## config.mk

```make
export PLATFORM = sky130hd
export DESIGN_NAME = ram_sync_dp_be
export DESIGN_NICKNAME = d
export VERILOG_FILES = /design/src/rtl/ram_sync_dp_be.sv
export SDC_FILE = /design/constraint.sdc
export NUM_CORES = 1
export LEC_CHECK = 0
export CAP_MARGIN = 20
export CORE_MARGIN = 3
export CORE_UTILIZATION = 27
export CTS_CLUSTER_DIAMETER = 100
export DETAILED_ROUTE_END_ITERATION = 12
export PLACE_DENSITY = 0.46
export SLEW_MARGIN = 40
export SYNTH_ARGS = -nofsm -noshare
export SYNTH_HDL_FRONTEND = slang
export SYNTH_SLANG_ARGS = --single-unit
```

## constraint.sdc

```tcl
create_clock -name clock -period 2.8 [get_ports clock]
set_clock_uncertainty 0.05 [all_clocks]
set_input_delay 0.28 -clock clock [delete_from_list [all_inputs] [get_ports clock]]
set_output_delay 0.28 -clock clock [all_outputs]
set_load 0.02 [all_outputs]
```

## src/rtl/ram_sync_dp_be.sv

```systemverilog
// Simple-dual-port sync RAM with byte enables, write-first forwarding,
// registered read with valid strobe, and a post-reset zero-clear sweep.
//
// Ports: clock, reset_n (async, active low);
//   wr_en/wr_addr/wr_data/wr_be : write port;
//   rd_en/rd_addr -> rd_data/rd_valid : read port;
//   init_busy : high while the clear sweep runs.
// Define RAM_OUT_REG_EN for an extra output register stage (latency 2).
module ram_sync_dp_be #(
  parameter int AWIDTH = 3,
  parameter int DWIDTH = 32
) (
  input  logic                  clock,
  input  logic                  reset_n,
  input  logic                  wr_en,
  input  logic [AWIDTH-1:0]     wr_addr,
  input  logic [DWIDTH-1:0]     wr_data,
  input  logic [DWIDTH/8-1:0]   wr_be,
  input  logic                  rd_en,
  input  logic [AWIDTH-1:0]     rd_addr,
  output logic [DWIDTH-1:0]     rd_data,
  output logic                  rd_valid,
  output logic                  init_busy
);

  localparam int DEPTH  = 1 << AWIDTH;
  localparam int NBYTES = DWIDTH / 8;

  typedef enum logic {
    INIT,
    RUN
  } state_t;

  state_t              state;
  logic [AWIDTH-1:0]   cnt;
  logic [DWIDTH-1:0]   mem [DEPTH];
  logic                run;
  logic                wr_go;
  logic                rd_go;
  logic                hit;
  logic [DWIDTH-1:0]   rd_word;
  logic [DWIDTH-1:0]   rd_data_a;
  logic                rd_valid_a;

  assign run       = (state == RUN);
  assign wr_go     = run & wr_en;
  assign rd_go     = run & rd_en;
  assign hit       = wr_go & (wr_addr == rd_addr);
  assign init_busy = ~run;

  always_ff @(posedge clock or negedge reset_n) begin
    if (!reset_n) begin
      state <= INIT;
      cnt   <= '0;
    end else begin
      unique case (state)
        INIT: begin
          cnt <= cnt + AWIDTH'(1);
          if (cnt == AWIDTH'(DEPTH - 1))
            state <= RUN;
        end
        RUN: state <= RUN;
        default: state <= INIT;
      endcase
    end
  end

  // Array has no reset; the sweep zeroes it one word per cycle.
  always_ff @(posedge clock) begin
    if (!run) begin
      mem[cnt] <= '0;
    end else if (wr_en) begin
      for (int i = 0; i < NBYTES; i++)
        if (wr_be[i])
          mem[wr_addr][8*i +: 8] <= wr_data[8*i +: 8];
    end
  end

  // Write-first: enabled bytes of a colliding write replace old data.
  always_comb begin
    rd_word = mem[rd_addr];
    for (int i = 0; i < NBYTES; i++)
      if (hit && wr_be[i])
        rd_word[8*i +: 8] = wr_data[8*i +: 8];
  end

  always_ff @(posedge clock or negedge reset_n) begin
    if (!reset_n) begin
      rd_data_a  <= '0;
      rd_valid_a <= 1'b0;
    end else begin
      rd_valid_a <= rd_go;
      if (rd_go)
        rd_data_a <= rd_word;
    end
  end

`ifdef RAM_OUT_REG_EN
  logic [DWIDTH-1:0] rd_data_b;
  logic              rd_valid_b;

  always_ff @(posedge clock or negedge reset_n) begin
    if (!reset_n) begin
      rd_data_b  <= '0;
      rd_valid_b <= 1'b0;
    end else begin
      rd_valid_b <= rd_valid_a;
      if (rd_valid_a)
        rd_data_b <= rd_data_a;
    end
  end

  assign rd_data  = rd_data_b;
  assign rd_valid = rd_valid_b;
`else
  assign rd_data  = rd_data_a;
  assign rd_valid = rd_valid_a;
`endif

endmodule

```

==> metrics, run 1 <==
Crit path required time=2.97 ns; filler cell count=4419; NumNets Final=923; EDFF count, synth=256; Gate power share=0.089; pwr/cell area=651 mW/mm^2; DRT Wirelength=33000 um; Boundary Pins=80; drt drc=0; Yosys cell types=38; vias in the first global route=7407; ant diodes=0; CP endpoint kind=flop; Final Cycle Share=0.872; Worst-Skew Late Latency=0.52 ns; first-pass detailed-route iteration total=5; Slowest cell on crit path=clkdlybuf4s50_1; Max-slew headroom=0.484; Max Root-Sink Buffers=3; CTS root buf=clkbuf_16; Multi-input gate area=0.00367 sq mm; Core Area=0.0457 sq mm; max incr delay on CP=0.57 ns; initial antenna violation count=2; RSZ-0062 raised after global routing=no; Synth Register Bits=293; fin util=0.343; syn nets=777; dominant synthesized flop cell=edfxtp_1; setup TNS=0 ns; postcts setup bufs=0; Final Setup Violations=0; yosys warns=0; synth top area cells=edfxtp_1, mux4_2, dfrtp_1; total die area=0.0491 sq mm; detailed-route via count=7083; outcome=complete, no violations; Core Rows=78; r2r startpoint=run; highest clock rate=410 MHz; CP Class=input port to flop; top cells by count, synth=edfxtp_1, mux4_2, nand2_1; post-synthesis cell count=729; Mean Syn Cell Area=17.2 sq um; Port Buffer Count=79; Final ANT Viol Nets=0; H-Tree Level Count=2; worst vdd ir=0.312 mV; count of pins over their slew limit=0; worst-path cell chain=clkdlybuf4s50_1 -> nor4_4 -> buf_12 -> nor2_2 -> mux2_2 -> nor3_1 -> buf_4; Critical Path AT=2.61 ns; Resized Gates After CTS=0; Reg2Reg Depth=5; largest net degree at the start of global routing=66; final period demand of the worst path=2.44 ns; starting density of the core=0.275; synthesis-to-finish area growth=25.0%; CP Launch Type=input port; sequential share of power=0.478; GRT Util Overall=0.135; post-synth top area cell=edfxtp_1; crit-path max FO=16; HPWL after detailed placement=21300 um; Static Leak=5.70 nW; clk sinks=293; terminus of the critical flop-to-flop path=mem[2][22]; Final GP Congestion=0.755; total net switching power=2.34 mW; post-synth top area share=0.613; R2R setup slack=0.36 ns; ratio of cells with drive above 1 in the final layout=0.287; total gr overflow=0; CTS tree=yes; Die Width=222 um; FF/Latch Area=0.00861 sq mm; CTS Buf Count=34; DR vias/cell=4.72; clock share of power=0.433; Slew @ Worst Pin=0.770 ns; WL/cell=22.0 um; cell with the most instances after synthesis=edfxtp_1; drt first-iter violations=479; first-pass GRT wire length=50300 um; FFs w/ async S/R, synth=0.126; clk slew on worst S/H paths=0.06 ns; count of final hold-check violations=0; Seq/Total Area, Yosys=0.687; Sw Ratio=0.229; Int Pwr=7.86 mW; area of the mapped netlist=0.0125 sq mm; Hold Path Class=input port to async pin; die height=222 um; max cap viols=0
[what timing repair did]
item,in CTS,in global routing
hold buffers,1,0
endpoints found under the hold margin,12,0
endpoints found under the setup margin,0,0
[area by class of cell]
type | instances | area share
clock buffers | 43 | 0.0591
clock inverters | 18 | 0.0117
inverters | 4 | 0.000958
multi-input cells | 379 | 0.234
flip-flops and latches | 293 | 0.549
well taps | 600 | 0.0479
repair buffers | 163 | 0.0966
[layer usage]
metal	part of all wire	GRT usage	up-vias	routed length, um
li1	-	-	3229	-
met1	0.48	0.201	3657	15800
met2	0.46	0.210	161	15200
met3	0.048	0.0248	36	1580
met4	0.013	0.0250	0	443
met5	0	0	-	0
[per-stage QoR]
step           total power, mW  cells  area (sq um)  hold WS (ns)  worst slack (ns)
6_report                  10.2   1500         15700         0.186             0.359
5_1_grt                   10.6   1500         15700         0.219             0.200
4_1_cts                   10.4   1500         15700         0.168             0.344
3_5_place_dp              5.90   1438         14600         0.172            -0.163
3_3_place_gp              5.89   1437         14500         0.173            -0.159
2_1_floorplan             5.44    729         12500       -0.0656            0.0914
[power by group through the flow]
| stage | logic (mW) | clock network (mW) | registers [mW] |
|---|---|---|---|
| finish | 0.906 | 4.41 | 4.88 |
| global route | 0.988 | 4.72 | 4.89 |
| CTS | 0.928 | 4.54 | 4.88 |
| detailed placement | 0.924 | 0 | 4.97 |
| global placement | 0.916 | 0 | 4.98 |
| floorplan | 0.424 | 0 | 5.02 |
[cell usage in the layout, fill, tap and decap left out, types with 7 or more instances in the layout]
| master | count |
|---|---|
| edfxtp_1 | 256 |
| clkdlybuf4s50_1 | 75 |
| buf_4 | 74 |
| mux4_2 | 64 |
| nand2_1 | 41 |
| nand2b_1 | 40 |
| and3_1 | 38 |
| dfrtp_1 | 37 |
| clkbuf_16 | 35 |
| o211ai_1 | 32 |
| and2_1 | 32 |
| nand4_1 | 32 |
| o211ai_2 | 32 |
| nor3_1 | 25 |
| buf_12 | 8 |
| clkinv_2 | 7 |
[flip-flops by register name, summed over array words and instances (netlist names)]
| name | flops |
|---|---|
| cnt | 3 |
| mem | 256 |
| rd_data | 32 |
| rd_valid | 1 |
| run | 1 |
[worst max-delay path by stage]
| stage | start | end | cells past startpoint |
|---|---|---|---|
| final | wr_be[1] | mem[2][22] | 7 |
| after global routing | run | mem[2][22] | 5 |
| after CTS | run | mem[2][22] | 5 |
| after detailed placement | wr_be[1] | mem[2][22] | 7 |
| after global placement | wr_be[3] | mem[2][17] | 7 |
| after floorplan | run | mem[6][10] | 6 |
[worst max-delay path: cells and delay by family]
| family | cells | cell delay, ns |
|---|---|---|
| buffers and inverters | 3 | 0.96 |
| and+or+nand+nor | 3 | 0.83 |
| muxes | 1 | 0.54 |
[cell families (layout without fill, tap and decap cells)]
group                      Yosys count  after routing  synth area share
xor gates and xnor gates             1              1          0.000698
muxes                               68             68             0.118
buffers and inverters               57            228            0.0216
AOI/OAI and AO/OA                   76             76            0.0596
and+or+nand+nor                    232            232             0.111
DFF                                293            293             0.687
adders and majority gates            2              2           0.00199
(Power assumes the default switching activity.)
==> inputs of run 2 (changes only) <==
Settings changed: GPL_TIMING_DRIVEN set to 0.
==> run 2 against run 1 <==
Against the previous run: clock power fell by 8.2%; die area did not move; total power fell by 3.3%; register-to-register slack got worse by 0.25 ns; cell area fell by 0.69%; critical path type unchanged; largest cell class unchanged; largest power group unchanged.
==> metrics, run 2 (synthesized netlist as in run 1, its figures left out) <==
CTS root buf=clkbuf_16 (unchanged); terminus of the critical flop-to-flop path=mem[4][29] (was mem[2][22]); final period demand of the worst path=2.71 ns (was 2.44 ns); Static Leak=5.55 nW (was 5.70 nW); total gr overflow=0 (unchanged); R2R setup slack=0.11 ns (was 0.36 ns); Reg2Reg Depth=7 (was 5); Port Buffer Count=78 (was 79); highest clock rate=369 MHz (was 410 MHz); first-pass GRT wire length=52500 um (was 50300 um); CTS Buf Count=31 (was 34); Worst-Skew Late Latency=0.56 ns (was 0.52 ns); HPWL after detailed placement=24600 um (was 21300 um); Die Width=222 um (unchanged); ratio of cells with drive above 1 in the final layout=0.274 (was 0.287); Critical Path AT=3.14 ns (was 2.61 ns); Power, Total=9.87 mW (was 10.2 mW); Hold Path Class=input port to async pin (unchanged); detailed-route via count=7209 (was 7083); Max Root-Sink Buffers=3 (unchanged); Boundary Pins=80 (unchanged); crit-path max FO=10 (was 16); Slowest cell on crit path=clkbuf_1 (was clkdlybuf4s50_1); Final Cycle Share=0.967 (was 0.872); worst vdd ir=0.365 mV (was 0.312 mV); Core Rows=78 (unchanged); WL/cell=23.6 um (was 22.0 um); initial antenna violation count=2 (unchanged); clk slew on worst S/H paths=0.06 ns (about the same); filler cell count=4406 (was 4419); Multi-input gate area=0.00391 sq mm (was 0.00367 sq mm); first-pass detailed-route iteration total=5 (unchanged); drt first-iter violations=535 (was 479); DR vias/cell=4.82 (was 4.72); hold_ws=0.103 ns (was 0.186 ns); Worst Setup Slack, final=0.0924 ns (was 0.359 ns); H-Tree Level Count=1 (was 2); most common cell after layout, fill and taps aside=edfxtp_1 (unchanged); dpl ws=-0.781 ns (was -0.163 ns); worst-path cell chain=clkdlybuf4s50_1 -> clkbuf_2 -> clkbuf_1 -> clkbuf_1 -> o211ai_1 -> o211ai_2 (was clkdlybuf4s50_1 -> nor4_4 -> buf_12 -> nor2_2 -> mux2_2 -> nor3_1 -> buf_4); NumNets Final=919 (was 923); Largest Register=mem (unchanged); Slew @ Worst Pin=0.858 ns (was 0.770 ns); max reg flops=256 (unchanged); Final Setup Violations=0 (unchanged); count of final hold-check violations=0 (unchanged); CP Class=input port to flop (unchanged); Final ANT Viol Nets=0 (unchanged); Core Area=0.0457 sq mm (unchanged); FF/Latch Area=0.00861 sq mm (unchanged); total die area=0.0491 sq mm (unchanged); starting density of the core=0.275 (unchanged); max cap viols=0 (unchanged); drt drc=0 (unchanged); max incr delay on CP=0.71 ns (was 0.57 ns); CP Launch Type=input port (unchanged); pwr/cell area=634 mW/mm^2 (was 651 mW/mm^2); vias in the first global route=7621 (was 7407); Max-slew headroom=0.428 (was 0.484); count of pins over their slew limit=0 (unchanged); outcome=complete, no violations (unchanged); synthesis-to-finish area growth=24.1% (was 25.0%); RSZ-0062 raised after global routing=no (unchanged); GRT Util Overall=0.142 (was 0.135); r2r startpoint=run (unchanged); crit-path most repeated cell=clkbuf_1; commonest non-fill, non-tap cells in the layout=edfxtp_1, clkdlybuf4s50_1, mux4_2 (was edfxtp_1, clkdlybuf4s50_1, buf_4, mux4_2, nand2_1); largest net degree at the start of global routing=21 (was 66); die height=222 um (unchanged); DRT Wirelength=35400 um (was 33000 um); Final GP Congestion=0.733 (was 0.755); CTS tree=yes (unchanged); clk sinks=293 (unchanged); Crit path required time=3.23 ns (was 2.97 ns); CP endpoint kind=flop (unchanged)
[run 2: worst max-delay path by stage]
| stage | from | to | slack [ns] | depth (start not counted) |
|---|---|---|---|---|
| after floorplan | run | mem[6][10] | 0.09 | 6 |
| after global placement | wr_be[2] | mem[2][21] | -1.43 | 6 |
| after detailed placement | wr_be[3] | mem[3][11] | -0.78 | 7 |
| after CTS | run | mem[6][12] | 0.001 | 7 |
| after global routing | run | mem[4][29] | 0.002 | 7 |
| final | rd_addr[2] | rd_data[29] | 0.09 | 6 |
[run 2: critical path: cells and delay by family]
family | cells | cell delay [ns]
buffers and inverters | 4 | 2.40
AO/OA/AOI/OAI | 2 | 0.44
[run 2: metal layers]
metal / up-vias / part of all wire / GRT usage
li1: 3239 / - / -
met1: 3763 / 0.47 / 0.211
met2: 165 / 0.47 / 0.228
met3: 40 / 0.042 / 0.0205
met4: 2 / 0.013 / 0.0235
met5: - / 0.00025 / 0
[run 2: final cells by class]
| type | instances | area share |
|---|---|---|
| sequential | 293 | 0.553 |
| multi-input combinational | 379 | 0.251 |
| timing repair buffer | 110 | 0.0653 |
| clock buffer | 49 | 0.0587 |
| tap | 600 | 0.0482 |
| buffer | 52 | 0.0168 |
| clock inverter | 8 | 0.00555 |
| inverter | 4 | 0.000964 |
| antenna | 1 | 0.000161 |
[run 2: repair_timing]
action	in CTS	in global routing
endpoints found under the setup margin	194	114
hold buffers	1	0
endpoints found under the hold margin	37	0
buffers inserted	1	2
gates resized for setup	18	3
cloned	0	0
pin swaps	6	2
[run 2: per-stage QoR]
step                       util  cells  setup TNS (ns)  cell area (sq um)
final                     0.341   1496               0              15600
after global routing      0.341   1496               0              15600
after CTS                 0.340   1494               0              15500
after detailed placement  0.316   1435         -134.11              14400
after global placement    0.308   1407         -263.10              14100
after floorplan               -    729               0              12500
[run 2: where the power goes]
part / internal (mW) / switching, mW
Combinational: 0.372 / 0.564
Sequential: 4.83 / 0.0440
Clock: 2.40 / 1.66
==> inputs of run 3 (changes only) <==
Settings changed: CTS_CLUSTER_DIAMETER 100 to 200.
==> results of run 3 <==
Final layout, timing and power as in run 2 (identical DEF).
